**config.mk**
```make
export PLATFORM = sky130hd
export DESIGN_NAME = uart_rx_param
export DESIGN_NICKNAME = d
export VERILOG_FILES = /design/src/rtl/uart_rx_param.sv
export SDC_FILE = /design/constraint.sdc
export NUM_CORES = 1
export LEC_CHECK = 0
export ABC_AREA = 1
export BUFFER_PORTS_ARGS = -buffer_cell sky130_fd_sc_hd__buf_4
export CAP_MARGIN = 20
export CORE_MARGIN = 2
export CORE_UTILIZATION = 60
export CTS_CLUSTER_DIAMETER = 40
export CTS_CLUSTER_SIZE = 12
export DETAILED_ROUTE_END_ITERATION = 10
export GPL_TIMING_DRIVEN = 0
export PLACE_DENSITY = 0.8
export SLEW_MARGIN = 20
export SYNTH_ARGS = -nofsm -noshare
export SYNTH_HDL_FRONTEND = slang
export SYNTH_SLANG_ARGS = --single-unit
```
**constraint.sdc**
```tcl
create_clock -name sclk -period 3.6 [get_ports sclk]
set_input_delay 0.18 -clock sclk [delete_from_list [all_inputs] [get_ports sclk]]
set_output_delay 0.18 -clock sclk [all_outputs]
set_load 0.01 [all_outputs]
```
**src/rtl/uart_rx_param.sv**
```systemverilog
// Parametrised UART receiver: synchronised input, 3-sample majority vote per bit,
// false-start rejection, optional parity, 1 or 2 stop bits and a one-cycle valid strobe.
module uart_rx_param #(
    parameter int unsigned CLKS_PER_BIT = 16,
    parameter int unsigned DATA_BITS    = 8,
    parameter int unsigned PARITY       = 0,
    parameter int unsigned STOP_BITS    = 1
) (
    input  logic                 sclk,
    input  logic                 srst_n,
    input  logic                 rx,
    output logic [DATA_BITS-1:0] data,
    output logic                 valid,
    output logic                 parity_err,
    output logic                 frame_err,
    output logic                 busy
);

    localparam int unsigned CW = $clog2(CLKS_PER_BIT);
    localparam int unsigned IW = $clog2(DATA_BITS + 1);
    localparam int unsigned H  = CLKS_PER_BIT / 2;

    localparam logic [CW-1:0] CNT_LAST  = CW'(CLKS_PER_BIT - 1);
    localparam logic [CW-1:0] CNT_S0    = CW'(H - 1);
    localparam logic [CW-1:0] CNT_S1    = CW'(H);
    localparam logic [CW-1:0] CNT_MID   = CW'(H + 1);
    localparam logic [IW-1:0] IDX_DLAST = IW'(DATA_BITS - 1);
    localparam logic [IW-1:0] IDX_SLAST = IW'(STOP_BITS - 1);

    typedef enum logic [2:0] {
        S_IDLE   = 3'd0,
        S_START  = 3'd1,
        S_DATA   = 3'd2,
        S_PARITY = 3'd3,
        S_STOP   = 3'd4
    } state_t;

    state_t               r_state;
    state_t               w_state_nx;
    logic                 r_sync1;
    logic                 r_rx_s;
    logic                 r_rx_d;
    logic [CW-1:0]        r_cnt;
    logic [IW-1:0]        r_idx;
    logic                 r_s0;
    logic                 r_s1;
    logic [DATA_BITS-1:0] r_shift;
    logic                 r_par_mis;
    logic                 r_frm_err;

    logic w_start_edge;
    logic w_mid;
    logic w_wrap;
    logic w_bit;
    logic w_par_exp;
    logic w_clear;
    logic w_shift_en;
    logic w_par_set;
    logic w_frm_set;
    logic w_done;

    assign w_start_edge = r_rx_d & ~r_rx_s;
    assign w_mid        = (r_cnt == CNT_MID);
    assign w_wrap       = (r_cnt == CNT_LAST);
    assign w_bit        = (r_s0 & r_s1) | (r_s0 & r_rx_s) | (r_s1 & r_rx_s);
    assign w_par_exp    = (PARITY == 1) ? ~(^r_shift) : (^r_shift);

    // Two-flop synchroniser plus delayed copy for falling-edge detection
    always_ff @(posedge sclk or negedge srst_n) begin
        if (!srst_n) begin
            r_sync1 <= 1'b1;
            r_rx_s  <= 1'b1;
            r_rx_d  <= 1'b1;
        end else begin
            r_sync1 <= rx;
            r_rx_s  <= r_sync1;
            r_rx_d  <= r_rx_s;
        end
    end

    always_ff @(posedge sclk or negedge srst_n) begin
        if (!srst_n) begin
            r_state <= S_IDLE;
        end else begin
            r_state <= w_state_nx;
        end
    end

    always_comb begin
        w_state_nx = r_state;
        case (r_state)
            S_IDLE:   if (w_start_edge) w_state_nx = S_START;
            S_START: begin
                if (w_mid && w_bit) begin
                    w_state_nx = S_IDLE;
                end else if (w_wrap) begin
                    w_state_nx = S_DATA;
                end
            end
            S_DATA: begin
                if (w_wrap && (r_idx == IDX_DLAST)) begin
                    w_state_nx = (PARITY != 0) ? S_PARITY : S_STOP;
                end
            end
            S_PARITY: if (w_wrap) w_state_nx = S_STOP;
            S_STOP:   if (w_mid && (r_idx == IDX_SLAST)) w_state_nx = S_IDLE;
            default:  w_state_nx = S_IDLE;
        endcase
    end

    // Per-state datapath strobes; everything acts at the mid-bit vote point
    always_comb begin
        w_clear    = 1'b0;
        w_shift_en = 1'b0;
        w_par_set  = 1'b0;
        w_frm_set  = 1'b0;
        w_done     = 1'b0;
        case (r_state)
            S_IDLE:   w_clear    = w_start_edge;
            S_DATA:   w_shift_en = w_mid;
            S_PARITY: w_par_set  = w_mid && (w_bit != w_par_exp);
            S_STOP: begin
                w_frm_set = w_mid && !w_bit;
                w_done    = w_mid && (r_idx == IDX_SLAST);
            end
            default: ;
        endcase
    end

    always_ff @(posedge sclk or negedge srst_n) begin
        if (!srst_n) begin
            r_cnt      <= '0;
            r_idx      <= '0;
            r_s0       <= 1'b1;
            r_s1       <= 1'b1;
            r_shift    <= '0;
            r_par_mis  <= 1'b0;
            r_frm_err  <= 1'b0;
            data       <= '0;
            valid      <= 1'b0;
            parity_err <= 1'b0;
            frame_err  <= 1'b0;
            busy       <= 1'b0;
        end else begin
            valid <= w_done;
            busy  <= (w_state_nx != S_IDLE);

            // The detection cycle is bit-time 0 of the start bit
            if (r_state == S_IDLE) begin
                r_cnt <= w_start_edge ? CW'(1) : '0;
            end else if ((w_state_nx == S_IDLE) || w_wrap) begin
                r_cnt <= '0;
            end else begin
                r_cnt <= r_cnt + CW'(1);
            end

            if (w_state_nx != r_state) begin
                r_idx <= '0;
            end else if (w_wrap) begin
                r_idx <= r_idx + IW'(1);
            end

            if (r_cnt == CNT_S0) r_s0 <= r_rx_s;
            if (r_cnt == CNT_S1) r_s1 <= r_rx_s;

            if (w_clear) begin
                r_par_mis <= 1'b0;
                r_frm_err <= 1'b0;
            end
            if (w_shift_en) r_shift   <= {w_bit, r_shift[DATA_BITS-1:1]};
            if (w_par_set)  r_par_mis <= 1'b1;
            if (w_frm_set)  r_frm_err <= 1'b1;

            if (w_done) begin
                data       <= r_shift;
                parity_err <= r_par_mis;
                frame_err  <= r_frm_err | w_frm_set;
            end
        end
    end

endmodule
```
# Yosys cells after proc, flatten, opt, wreduce, memory -nomap -nowiden
# Index checks and enable logic that the tools add are counted.
[word_totals]
ff_bits = 38
output_inout_bits = 12
elab_cells = 72
[op_classes]
n_addsub = 2
eq_ne = 11
muxes = 20
n_bitwise = 8
n_reduce_logical = 15
[op_table]
columns = ["cell", "n"]
rows = [
  ["two-way mux 3 bit", 6],
  ["two-way mux 4 bit", 4],
  ["case mux 3 bit (5 select lines)", 1],
  ["equality test 4 bit, second input constant", 3],
  ["two-way mux 1 bit", 9],
  ["adder 4 x 1 -> 4 bit, second input constant", 2],
  ["equality test 4 x 3 -> 1 bit, second input constant", 2],
  ["parity 8 bit", 1],
  ["equality test 3 x 2 -> 1 bit, second input constant", 2],
  ["logical NOT 3 bit", 2],
  ["nonzero test 2 bit", 3],
  ["logical AND 1 bit", 5],
  ["bitwise AND 1 bit", 4],
  ["logical NOT 4 bit", 1],
  ["equality test 3 x 1 -> 1 bit, second input constant", 1],
  ["equality test 3 bit, second input constant", 1],
  ["inequality test 3 bit", 1],
  ["bitwise OR 1 bit", 3],
  ["nonzero test 3 bit", 1],
  ["logical NOT 1 bit", 1],
  ["logical OR 1 bit", 1],
  ["inequality test 1 bit", 1],
  ["NOT 1 bit", 1],
]

# Logic depth before layout (Yosys ltp)
# Gate-level depths: netlist of the first run.
[depth]
ltp_word = 10
mapped_depth = 11

# Worst setup path after synthesis of the first run
# No wires, ideal clock.
[synth_timing]
path_kind = "register to register"
from = "register r_cnt[0]"
to = "register r_cnt[2]"
setup_ns = 0.120
t_arrival_ns = 1.373
required_time_ns = 3.480
setup_slack_ns = 2.107
stages_incl_launch_ff = 10
period_less_slack_ns = 1.493
path_cell_list = "dfrtp_1 ha_1 nand3_2 buf_6 inv_1 nand2_1 nand3_2 nor2_2 nand2_2 and3_1"
[synth_between]
elab_chain_len = 8
[synth_lines]
columns = ["element", "line", "source"]
rows = [
  ["start, declared", "43", "logic [CW-1:0] r_cnt;"],
  ["start signal, assigned", "150", "r_cnt <= w_start_edge ? CW'(1) : '0;"],
  ["start signal, assigned", "154", "r_cnt <= r_cnt + CW'(1);"],
  ["equality test 4 bit, on equally long branches", "64, 63", ""],
  ["two-way mux 3 bit, or another cell as far along", "96", "end else if (w_wrap) begin"],
  ["two-way mux 3 bit, on equally long branches", "94, 101, 106", ""],
  ["case mux 3 bit (5 select lines) (*)", "91", "case (r_state)"],
  ["via w_state_nx[2]", "39", "state_t w_state_nx;"],
  ["logical NOT 3 bit (*)", "151", "end else if ((w_state_nx == S_IDLE) || w_wrap) begin"],
  ["logical OR 1 bit (*)", "151", ""],
  ["two-way mux 4 bit (*)", "151", ""],
  ["two-way mux 4 bit (*)", "149", "if (r_state == S_IDLE) begin"],
]
# Mark *: on every way through the listed nets, which the timed path passes. The rest lies on a longest branch.
# A chain may end at the register's enable or synchronous reset.

# Worst setup path after layout of the first run
[layout_timing]
from = "register r_cnt[0]"
to = "register r_idx[3]"
[layout_between]
elab_chain_len = 6
[layout_lines]
columns = ["element", "line", "source"]
rows = [
  ["equality test 4 bit, on equally long branches", "64, 63", ""],
  ["two-way mux 3 bit, or another cell as far along", "96", ""],
  ["two-way mux 3 bit, on equally long branches", "94, 101, 106", ""],
  ["case mux 3 bit (5 select lines)", "91", ""],
  ["inequality test 3 bit", "157", "if (w_state_nx != r_state) begin"],
  ["two-way mux 4 bit or nonzero test 2 bit (tied branches)", "--", ""],
  ["end signal, assigned", "160", "r_idx <= r_idx + IW'(1);"],
  ["end, declared", "44", "logic [IW-1:0] r_idx;"],
]
# Several ways; a longest one is shown, not always the timed one.

==> flow_summary.toml, run 1 <==
[outcome]
outcome = "completed"

[finish]
n_fill_cell = 253
mostFrequentLayoutCells = "nand2_1 (61), dfrtp_1 (33), inv_1 (27), nor2_1 (15), o21ai_0 (15)"
diodes = 0
drive_gt1_frac = 0.179
fin_area_um2 = 2050
finalNetCount = 247
layout_commonest_cell = "nand2_1"
layout.cells.non_filler = 273
final_util = 0.689
syn_to_final_growth_pct = 12.3

[yosys]
yosysUniqueCellTypes = 24
synth_cells = 216
ys_seq_area_frac = 0.524
syn_avg_cell_area_um2 = 8.46
syn_area_um2 = 1830
ys.warnings.count = 0
synth.ff_latch_count = 38
synth_nets = 224

[timing]
rsz0062_at_grt = "no"
slew_violations = 0
max_freq_mhz = 601
timing_hold_violations_final = 0
min_period_ps = 1660
setup_ws_ps = 1940
finalSetupViolations = 0
clock_skew_ps = 12.0
relSlewSlack = 0.696
worstMarginPinSlew_ps = 456
fin_setup_tns_ps = 0
period_share = 0.462

[place]
dp.cells = 263
hpwl_mm = 2.26
port_buffers = 14
place_area_um2 = 1970
dpl_worst_slack_ps = 1960
globalplace.congestion = 0.870

[power_and_ir_drop]
p_comb_frac = 0.050
p_sw_frac = 0.233
ir_drop_mv = 0.220
seqPwrFrac = 0.622
leakage_nw = 1.03
internal-power_uw = 541
p_switching_uw = 164
p_clk_frac = 0.329
p_per_area_nw_per_um2 = 343

[floorplanning]
core_um2 = 2980
io_pins = 15
rows = 20
die_y_um = 59.2
design.die.area_um2 = 3500
start_util = 0.614
die_w_um = 59.2

[route]
dr.pass1.iters = 4
viasPerCell = 5.15
drc = 0
drt-initial-drc-count = 57
avgRoutedWirePerCell_um = 11.6
num_vias = 1406
postRouteAntennaNets = 0
wl_mm = 3.18

[setup_path]
startpoint_type = "flop"
reg2reg_depth = 9
crit_type = "reg2reg"
rrSetupSlack_ps = 1940
crit_start = "r_cnt[0]"
r2r-end = "r_idx[3]"
crit_fanout = 10
r2r-start = "r_cnt[0]"
cp_data_arrival_time_ps = 1940
end_kind = "flop"
worstPathRequired_ps = 3870

[cts]
cts_root_buffer = "clkbuf_4"
clkTransAtPathRegs_ps = 110
clkLatencyLatePin_ps = 350
htreeDepth = 2
cts_tree = "done"
cts_buffers = 5
cts_setup_buffers = 0
clockBufferDepth = 2
cts_sinks = 38

[global_routing]
grt_pass1_vias = 1347
antenna_found_initial = 0
grt_max_degree = 39
overflow = 0
grt_usage = 0.219
grt_pass1_wl_mm = 5.73

[run]
cap_violations = 0

[hold_path]
hold_class = "in2async"
power by group through the flow:
stage / Clock (mW) / Sequential (mW) / Combinational [mW]
CTS: 0.238 / 0.438 / 0.0359
floorplan: 0 / 0.446 / 0.0175
detailed placement: 0 / 0.446 / 0.0341
finish: 0.232 / 0.438 / 0.0351
global placement: 0 / 0.446 / 0.0331
global route: 0.256 / 0.439 / 0.0404
stage by stage:
stage / hold slack (ps) / power, mW
after floorplan: -116 / 0.463
after global routing: 374 / 0.735
after global placement: 166 / 0.479
final: 326 / 0.705
after CTS: 314 / 0.712
after detailed placement: 168 / 0.480
sequential cells by signal (all words and copies together) (netlist names):
name	cells
data	8
r_shift	8
r_cnt	4
r_idx	4
r_state	3
busy	1
frame_err	1
parity_err	1
r_frm_err	1
r_par_mis	1
r_rx_d	1
r_rx_s	1
r_s0	1
r_s1	1
r_sync1	1
valid	1
how the worst max path moves through the flow:
stage / endpoint / slack [ps] / cells after the start
after floorplan: r_cnt[2] / 2110 / 9
after global placement: r_cnt[2] / 2000 / 9
after detailed placement: r_cnt[2] / 1960 / 9
after CTS: r_cnt[2] / 1940 / 9
after global routing: r_idx[0] / 1750 / 9
final: r_idx[3] / 1940 / 9
cells in the mapped netlist (all sizes together):
master / count / area share
a21oi: 2 / 0.0055
buf: 2 / 0.012
nor2: 20 / 0.051
inv: 31 / 0.064
nor3: 2 / 0.0055
o21ai: 21 / 0.057
xnor2: 1 / 0.0048
a31oi: 1 / 0.0034
o31ai: 1 / 0.0041
xor2: 5 / 0.024
and3: 1 / 0.0034
clkbuf: 1 / 0.0021
nand3: 15 / 0.049
nand2: 65 / 0.14
dfstp: 5 / 0.072
ha: 5 / 0.034
dfrtp: 33 / 0.45
nand4: 5 / 0.017
what timing repair did:
item | in CTS | in global routing
hold buffers | 2 | 0
resized for setup | 0 | 0
endpoints found under the hold margin | 34 | 0
worst max-delay path: stages (launching register included):
cell and delay (ps):
dfrtp_1 440, ha_1 270, nand3_2 100, buf_6 150
nor2_2 60, nor2_1 80, nor2_1 50, a21oi_1 110
nand4_1 180, nor2_1 140
metal layers:
metal | routed length (um) | vias up | GRT usage
met1 | 1450 | 641 | 0.270
met4 | 68 | 0 | 0.0877
met3 | 131 | 8 | 0.0655
met5 | 0 | - | 0
li1 | - | 728 | -
met2 | 1520 | 29 | 0.358
cell type report:
cell class / count / area (um^2) / share of cell area
buffer: 3 / 26.3 / 0.0128
clock buffer: 8 / 58.8 / 0.0286
inverter: 31 / 116 / 0.0567
multi-input combinational: 144 / 728 / 0.355
sequential: 38 / 957 / 0.466
tap: 33 / 41.3 / 0.0201
timing repair buffer: 16 / 125 / 0.0609
cells by family after synthesis:
group           share of synthesized area
compound gates                     0.0705
simple gates                        0.265
flops                               0.524
xor+xnor                           0.0287
fa+ha+maj                          0.0342
buf+inv                            0.0780
No activity file was read; power rests on OpenSTA's default activity.
==> inputs of run 2 (changes only) <==
--- a/config.mk
+++ b/config.mk
@@ -9,12 +9,12 @@
 export BUFFER_PORTS_ARGS = -buffer_cell sky130_fd_sc_hd__buf_4
 export CAP_MARGIN = 20
 export CORE_MARGIN = 2
-export CORE_UTILIZATION = 60
+export CORE_UTILIZATION = 53
 export CTS_CLUSTER_DIAMETER = 40
 export CTS_CLUSTER_SIZE = 12
 export DETAILED_ROUTE_END_ITERATION = 10
 export GPL_TIMING_DRIVEN = 0
-export PLACE_DENSITY = 0.8
+export PLACE_DENSITY = 0.75
 export SLEW_MARGIN = 20
 export SYNTH_ARGS = -nofsm -noshare
 export SYNTH_HDL_FRONTEND = slang
==> constraint.sdc (replaced) <==
create_clock -name sclk -period 1.4 [get_ports sclk]
set_input_delay 0.07 -clock sclk [delete_from_list [all_inputs] [get_ports sclk]]
set_output_delay 0.07 -clock sclk [all_outputs]
set_load 0.01 [all_outputs]
==> run 2 against run 1 <==
  * The flow now finishes with violations (setup timing)
  * Core utilization up 5.7 points
  * Highest routed layer unchanged
  * Fmax up 6.5%
  * Global-route usage down 2.1 points
==> flow_summary.toml, run 2 (synthesis gave the netlist of run 1 again) <==
[cts]
cts_tree = "done"
cts_root_buffer = "clkbuf_4"
clkTransAtPathRegs_ps = 120
cts_sinks = 38
cts_buffers = 5
clockBufferDepth = 2
htreeDepth = 2
clkLatencyLatePin_ps = 350

[finish]
finalNetCount = 269
layout_commonest_cell = "nand2_1"
mostFrequentLayoutCells = "nand2_1 (47), dfrtp_1 (30), buf_4 (30), inv_1 (20), nand2_2 (14)"
syn_to_final_growth_pct = 36.3
reg_top3 = "data: 8 flops, r_shift: 8 flops"
layout.cells.non_filler = 308
n_fill_cell = 249
drive_gt1_frac = 0.424
diodes = 0

[floorplanning]
rows = 21
die_w_um = 62.7
io_pins = 15
die_y_um = 62.7
core_um2 = 3340
start_util = 0.548
design.die.area_um2 = 3940

[setup_path]
crit_fanout = 4
cp_data_arrival_time_ps = 1840
rrSetupSlack_ps = -160
end_kind = "flop"
worstPathRequired_ps = 1670
startpoint_type = "flop"
reg2reg_depth = 9
crit_type = "reg2reg"

[place]
dp.cells = 276
dpl_worst_slack_ps = -212
hpwl_mm = 2.20
port_buffers = 14
globalplace.congestion = 0.829

[power_and_ir_drop]
ir_drop_mv = 0.506
p_switching_uw = 454
p_clk_frac = 0.321
leakage_nw = 1.20
p_per_area_nw_per_um2 = 751
p_total_mw = 1.87
internal-power_mw = 1.42
p_comb_frac = 0.075
p_sw_frac = 0.243
seqPwrFrac = 0.604

[global_routing]
grt_pass1_vias = 1444
grt_pass1_wl_mm = 6.04
grt_max_degree = 39
grt_usage = 0.198
antenna_found_initial = 0
overflow = 0

[run]
cap_violations = 0

[timing]
period_share = 1.12
setup_ws_ps = -162
rsz0062_at_grt = "yes"
min_period_ps = 1560
relSlewSlack = 0.694
finalSetupViolations = 19
worstMarginPinSlew_ps = 459
max_freq_mhz = 640
clock_skew_ps = 11.6
slew_violations = 0
timing_hold_violations_final = 0

[route]
drt-initial-drc-count = 48
dr.pass1.iters = 4
wl_met2_mm = 2.10
viasPerCell = 4.93
routed.top_layer = "met4"
avgRoutedWirePerCell_um = 12.6
postRouteAntennaNets = 0
wl_mm = 3.88
num_vias = 1517
drc = 0
met1_length_mm = 1.62
wl_met3_um = 102

[hold_path]
hold_class = "in2async"

[outcome]
outcome = "finished with violations"
violations = "setup timing"
==> run 2: through the flow <==
step / hold slack [ps] / util / TNS [ps] / cell area, um^2
after global routing: 244 / 0.747 / -3350 / 2490
after detailed placement: 58.2 / 0.597 / -3900 / 1990
final: 213 / 0.747 / -1660 / 2490
after floorplan: -226 / - / -97.3 / 1830
after global placement: 57.6 / 0.597 / -3390 / 1990
after CTS: 209 / 0.686 / -1520 / 2290
==> run 2: path summary, 6_finish.rpt <==
kind | startpoint | endpoint
setup reg to reg | r_cnt[1] | r_idx[1]
hold / removal | srst_n | r_shift[5]
setup / recovery | r_cnt[1] | r_idx[1]
min in group sclk | r_sync1 | r_rx_s
hold reg to reg | r_sync1 | r_rx_s
max in group asynchronous | srst_n | r_sync1
==> run 2: per-layer routing <==
| metal | global-route usage | vias up |
|---|---|---|
| met4 | 0.100 | 0 |
| met1 | 0.232 | 723 |
| met3 | 0.0559 | 6 |
| li1 | - | 770 |
| met5 | 0 | - |
| met2 | 0.332 | 18 |
==> run 2: timing repair <==
item | 4_1_cts | 5_1_grt
pin swaps | 11 | 5
hold buffers | 2 | 0
gates cloned | 1 | 1
buffers inserted | 12 | 8
gates resized for setup | 39 | 49
endpoints found under the hold margin | 35 | 0
setup endpoints to repair | 27 | 28
==> run 2: power by group through the flow <==
stage	registers, mW	clock network (mW)	logic [mW]
after floorplan	1.15	0	0.0450
after global placement	1.15	0	0.0853
after detailed placement	1.15	0	0.0863
after CTS	1.13	0.620	0.113
after global routing	1.13	0.665	0.157
final	1.13	0.602	0.141
==> run 2: area by class of cell <==
class | instances | area, um^2 | share of cell area
Inverter | 31 | 124 | 0.0497
Buffer | 3 | 33.8 | 0.0136
Clock buffer | 7 | 55.1 | 0.0221
Timing Repair Buffer | 38 | 313 | 0.126
Clock inverter | 1 | 5.00 | 0.00201
Tap cell | 46 | 57.6 | 0.0231
Multi-Input combinational cell | 144 | 943 | 0.379
Sequential cell | 38 | 961 | 0.386
==> run 2: critical path, stage by stage (launching register included) <==
cell	delay (ps)
dfrtp_1	430
inv_2	80
ha_4	170
nand3_4	100
clkinv_4	80
nand2_4	80
nand2_4	60
a21oi_1	140
nand4_1	190
nor2_1	160
